### config.mk
export PLATFORM = sky130hd
export DESIGN_NAME = sseg_stopwatch_flat
export DESIGN_NICKNAME = d
export VERILOG_FILES = /design/src/rtl/sseg_stopwatch_if.sv /design/src/rtl/sseg_stopwatch.sv /design/src/flat_wrapper.sv
export SDC_FILE = /design/constraint.sdc
export NUM_CORES = 1
export LEC_CHECK = 0
export ABC_AREA = 1
export CAP_MARGIN = 40
export CORE_MARGIN = 2
export CORE_UTILIZATION = 50
export DETAILED_ROUTE_END_ITERATION = 16
export HOLD_SLACK_MARGIN = 0.15
export PLACE_DENSITY_LB_ADDON = 0.12
export SLEW_MARGIN = 0
export SYNTH_ARGS = -nofsm -noshare
export SYNTH_HDL_FRONTEND = slang
export SYNTH_SLANG_ARGS = --single-unit
### constraint.sdc
create_clock -name clk -period 2.2 [get_ports clk]
set_input_delay 0.33 -clock clk [delete_from_list [all_inputs] [get_ports clk]]
set_output_delay 0.33 -clock clk [all_outputs]
set_load 0.01 [all_outputs]
### src/rtl/sseg_stopwatch_if.sv
// Display bus from the stopwatch to the four-digit seven-segment multiplexer.
interface sseg_stopwatch_if;
    logic       enabled;
    logic [3:0] digit0;
    logic [3:0] digit1;
    logic [3:0] digit2;
    logic [3:0] digit3;

    modport master (output enabled, digit0, digit1, digit2, digit3);
    modport slave  (input  enabled, digit0, digit1, digit2, digit3);
endinterface

### src/rtl/sseg_stopwatch.sv
// Four-digit BCD stopwatch with start/stop and clear buttons, a tick prescaler
// and a free-running refresh strobe for the seven-segment multiplexer.
module sseg_stopwatch #(
    parameter int unsigned TICK_DIV    = 1000000,
    parameter int unsigned REFRESH_DIV = 100000
) (
    input  logic              clk,
    input  logic              rst,
    input  logic              start_stop,
    input  logic              clear,
    output logic              running,
    output logic              overflow,
    sseg_stopwatch_if.master  disp
);

    localparam int unsigned PW = $clog2(TICK_DIV);
    localparam int unsigned RW = $clog2(REFRESH_DIV);
    localparam logic [PW-1:0] PRESC_MAX = PW'(TICK_DIV - 1);
    localparam logic [RW-1:0] REF_MAX   = RW'(REFRESH_DIV - 1);

    typedef enum logic [1:0] {IDLE, RUN, STOP} state_t;

    state_t             state;
    logic               ss_prev;
    logic               clr_prev;
    logic [PW-1:0]      presc;
    logic [RW-1:0]      rcnt;
    logic [RW-1:0]      rcnt_nxt;
    logic [3:0][3:0]    bcd;
    logic [3:0][3:0]    bcd_inc;
    logic               carry;
    logic               enabled_q;
    logic               ss_ev;
    logic               clr_ev;
    logic               tick;

    assign ss_ev  = start_stop & ~ss_prev;
    assign clr_ev = clear & ~clr_prev;
    assign tick   = (state == RUN) && (presc == PRESC_MAX);

    assign rcnt_nxt = (rcnt == REF_MAX) ? '0 : rcnt + RW'(1);

    // Decimal ripple: carry survives the loop only when every digit was 9.
    always_comb begin
        bcd_inc = bcd;
        carry   = 1'b1;
        for (int unsigned i = 0; i < 4; i++) begin
            if (carry) begin
                if (bcd[i] == 4'd9) begin
                    bcd_inc[i] = '0;
                end else begin
                    bcd_inc[i] = bcd[i] + 4'd1;
                    carry      = 1'b0;
                end
            end
        end
    end

    always_ff @(posedge clk or posedge rst) begin
        if (rst) begin
            state     <= IDLE;
            ss_prev   <= 1'b0;
            clr_prev  <= 1'b0;
            presc     <= '0;
            rcnt      <= '0;
            bcd       <= '0;
            enabled_q <= 1'b0;
            running   <= 1'b0;
            overflow  <= 1'b0;
        end else begin
            ss_prev   <= start_stop;
            clr_prev  <= clear;
            rcnt      <= rcnt_nxt;
            enabled_q <= (rcnt_nxt == REF_MAX);

            if (clr_ev) begin
                state    <= IDLE;
                presc    <= '0;
                bcd      <= '0;
                overflow <= 1'b0;
                running  <= 1'b0;
            end else begin
                // Counting uses the pre-edge state, so a stop on a tick edge still increments.
                if (state == RUN) begin
                    presc <= tick ? '0 : presc + PW'(1);
                    if (tick) begin
                        bcd <= bcd_inc;
                        if (carry) overflow <= 1'b1;
                    end
                end
                if (ss_ev) begin
                    case (state)
                        IDLE: begin state <= RUN;  running <= 1'b1; end
                        RUN:  begin state <= STOP; running <= 1'b0; end
                        STOP: begin state <= RUN;  running <= 1'b1; end
                        default: begin state <= IDLE; running <= 1'b0; end
                    endcase
                end
            end
        end
    end

    assign disp.enabled = enabled_q;
    assign disp.digit0  = bcd[0];
    assign disp.digit1  = bcd[1];
    assign disp.digit2  = bcd[2];
    assign disp.digit3  = bcd[3];

endmodule

### src/flat_wrapper.sv
// flat-port wrapper written by rule: the top's interface ports become plain ports
module sseg_stopwatch_flat 
#(
    parameter int unsigned TICK_DIV    = 1000000,
    parameter int unsigned REFRESH_DIV = 100000
)
  (clk, rst, start_stop, clear, running, overflow, disp_enabled, disp_digit0, disp_digit1, disp_digit2, disp_digit3);
  sseg_stopwatch_if disp_i ();
  input  logic clk;
  input  logic rst;
  input  logic start_stop;
  input  logic clear;
  output logic running;
  output logic overflow;
  output wire logic [$bits(disp_i.enabled)-1:0] disp_enabled;
  output wire logic [$bits(disp_i.digit0)-1:0] disp_digit0;
  output wire logic [$bits(disp_i.digit1)-1:0] disp_digit1;
  output wire logic [$bits(disp_i.digit2)-1:0] disp_digit2;
  output wire logic [$bits(disp_i.digit3)-1:0] disp_digit3;
  assign disp_enabled = disp_i.enabled;
  assign disp_digit0 = disp_i.digit0;
  assign disp_digit1 = disp_i.digit1;
  assign disp_digit2 = disp_i.digit2;
  assign disp_digit3 = disp_i.digit3;
  sseg_stopwatch #(.TICK_DIV(TICK_DIV), .REFRESH_DIV(REFRESH_DIV)) u_core (.clk(clk), .rst(rst), .start_stop(start_stop), .clear(clear), .running(running), .overflow(overflow), .disp(disp_i));
endmodule
==> flow_summary.json <==
{
  "synth_top_area_share_pct": 43.03,
  "dp_hpwl_um": 5255,
  "avgRoutedWirePerCell_um": 12.38,
  "reg2reg_from": "u_core.presc[0]",
  "gp_congestion": 0.9010,
  "finalHoldViolations": 0,
  "wl_um": 7131,
  "relSlewSlack_pct": 78.72,
  "ctsHoldBuffers": 0,
  "ant_nets": 0,
  "cts_sinks": 60,
  "reg2reg_depth": 8,
  "r2r-end": "u_core.disp.digit2[2]",
  "htree_num_levels": 3,
  "cp_max_fo": 19,
  "cts_max_path_buffers": 2,
  "skew_ps": 10.77,
  "tns_ps": 0,
  "status": "completed",
  "syn-num-nets": 472,
  "synth_most_common_cell": "nand2_1",
  "reg2reg_slack_ps": 460,
  "dp_cells": 560,
  "std_cell_rows": 30,
  "antenna_found_initial": 0,
  "maxCapViolCount": 0,
  "syn_inst": 458,
  "yosysTopAreaCell": "dfrtp_1",
  "cts-resized-gates": 0,
  "io_pins": 23,
  "drive_gt1_share_pct": 10.08,
  "cts_setup_buffers": 0,
  "cp.arrival_ps": 1960,
  "worst_pin_slew_ps": 319.2,
  "route.detailed.drc": 0,
  "drt_first_iter_violations": 146,
  "grt-busiest-layer": "met1",
  "grt_pass1_vias": 2801,
  "synth_warnings": 0,
  "synth_common_cells": "nand2_1 (96), nor2_1 (77), dfrtp_1 (60)",
  "synth_edf_count": 0,
  "fmax_ghz": 0.5759,
  "vias": 3005,
  "ys_seq_elements": 60,
  "synth_seq_area_share_pct": 43.03,
  "cts_buffers": 9,
  "cts_tree": "done",
  "overflow": 0,
  "io_buffers": 22,
  "viasPerCell": 5.217,
  "finalCritPeriodShare_pct": 78.92,
  "avgSynthCellArea_um2": 7.619,
  "clock_latency_ps": 330,
  "syn-cell-area_um2": 3490,
  "worstSetupStartpointType": "flop",
  "critPathRequiredTime_ps": 2420,
  "grt_use_met3_pct": 3.299,
  "async_flop_share_pct": 100.0,
  "layout.nets": 505,
  "layout.cells.non_filler": 576,
  "whs_ps": 375.2,
  "rsz0062_at_grt": "no",
  "powerDensity_nw_per_um2": 643.5,
  "synth_cell_type_count": 36,
  "die_h_um": 87.54,
  "n_antenna_cell": 0,
  "drv_slew": 0,
  "n_fill_cell": 637,
  "met1_usage_pct": 31.78,
  "clockRootBuffer": "clkbuf_8",
  "critPathKind": "flop to flop",
  "setup_violations": 0,
  "area_delta_synth_final_pct": 15.42,
  "ys.flop_type": "dfrtp_1",
  "first_pass_iters": 4,
  "grt_usage_pct": 21.10,
  "grt_max_degree": 61,
  "die_w_um": 87.54,
  "postLayoutCoreUtil_pct": 59.61,
  "start_util_pct": 51.65,
  "critPathCaptureType": "flop",
  "clkTransAtPathRegs_ps": 70,
  "ys_top_cells_by_area": "dfrtp_1 (43%), nand2_1 (10%), nor2_1 (8.3%)",
  "dieArea_um2": 7663,
  "p_leak_uw": 0.001869,
  "finalWorstPathRequiredPeriod_ps": 1736,
  "core_um2": 6756,
  "hold_class": "input port to async pin",
  "p_total_uw": 2592,
  "peakVddDrop_uv": 407.3,
  "use_met2_pct": 30.85,
  "grt_first_pass_wirelength_um": 12830
}
## layout by cell type, fill, tap and decap left out, types with 2 or more instances in the layout
master / count
dfrtp_1: 60
nor2_2: 5
clkbuf_1: 3
inv_1: 55
nand3_1: 40
o21bai_2: 2
ha_1: 10
inv_2: 3
a21oi_1: 6
clkbuf_8: 9
nand2_4: 3
bufinv_16: 2
nand4_1: 11
o21ai_1: 17
nand2_1: 96
or2_2: 5
xnor2_1: 5
o21ai_0: 13
xor2_1: 9
nor3_1: 12
nor2_1: 77
clkdlybuf4s50_1: 22
nand2_2: 7
nor2_4: 4
nor3_2: 3
## logic make-up (layout without fill, tap and decap cells)
group / count (synthesis) / count (layout) / synth area share, %
AND/OR/NAND/NOR: 268 / 268 / 35.57
multiplexers: 1 / 1 / 0.2869
adder cells (fa/ha/maj): 10 / 10 / 3.586
buffers and inverters: 61 / 99 / 6.884
AO/OA/AOI/OAI: 44 / 44 / 7.135
XOR/XNOR: 14 / 14 / 3.514
flip-flops: 60 / 60 / 43.03
## registers in the layout (all words and copies together), names as in the netlist
register             count
u_core.clr_prev          1
u_core.disp.digit0       4
u_core.disp.digit1       4
u_core.disp.digit2       4
u_core.disp.digit3       4
u_core.disp.enabled      1
u_core.overflow          1
u_core.presc            20
u_core.rcnt             17
u_core.running           1
u_core.ss_prev           1
u_core.state             2
## where the power goes
| part | internal, uW | switching, uW |
|---|---|---|
| logic | 153 | 154 |
| clock network | 639 | 415 |
| registers | 1160 | 67.5 |
| total | 1950 | 637 |
## worst max-delay path by stage
stage | from | endpoint | slack (ps) | depth (start not counted)
floorplan | rst | u_core.clr_prev | 390 | 1
global placement | clear | u_core.presc[18] | 360 | 8
detailed placement | clear | u_core.presc[14] | 310 | 7
CTS | u_core.presc[0] | u_core.disp.digit2[2] | 440 | 8
global route | u_core.presc[0] | u_core.disp.digit2[0] | 270 | 8
finish | u_core.presc[0] | u_core.disp.digit2[2] | 460 | 8
## stage by stage
| step | instance area (um2) | setup slack [ps] |
|---|---|---|
| floorplan | 3490 | 385.3 |
| global placement | 3819 | 356.3 |
| detailed placement | 3819 | 307.4 |
| CTS | 4028 | 436.1 |
| global route | 4028 | 269.6 |
| finish | 4028 | 463.7 |
## critical path: stages (launching register included)
cell and delay (ps):
dfrtp_1 390, ha_1 200, nand3_1 120, nor2_2 250, nand3b_4 130, nand2_4 220, nand2_2 170, nand2_1 90
o21ai_1 60
## area by class of cell
class	instances	area [um2]	share of cell area (%)
Tap cell	80	100.1	2.485
Clock inverter	4	73.82	1.833
Clock buffer	12	135.1	3.355
Timing Repair Buffer	24	247.7	6.151
Sequential cell	60	1501	37.28
Inverter	59	221.5	5.499
Multi-Input combinational cell	337	1748	43.40
## layer usage
metal / routed length (um) / vias up
met1: 3577 / 1391
met4: 92 / 0
met5: 0 / -
met3: 330 / 10
met2: 3131 / 66
li1: - / 1538
(Power assumes the default switching activity.)
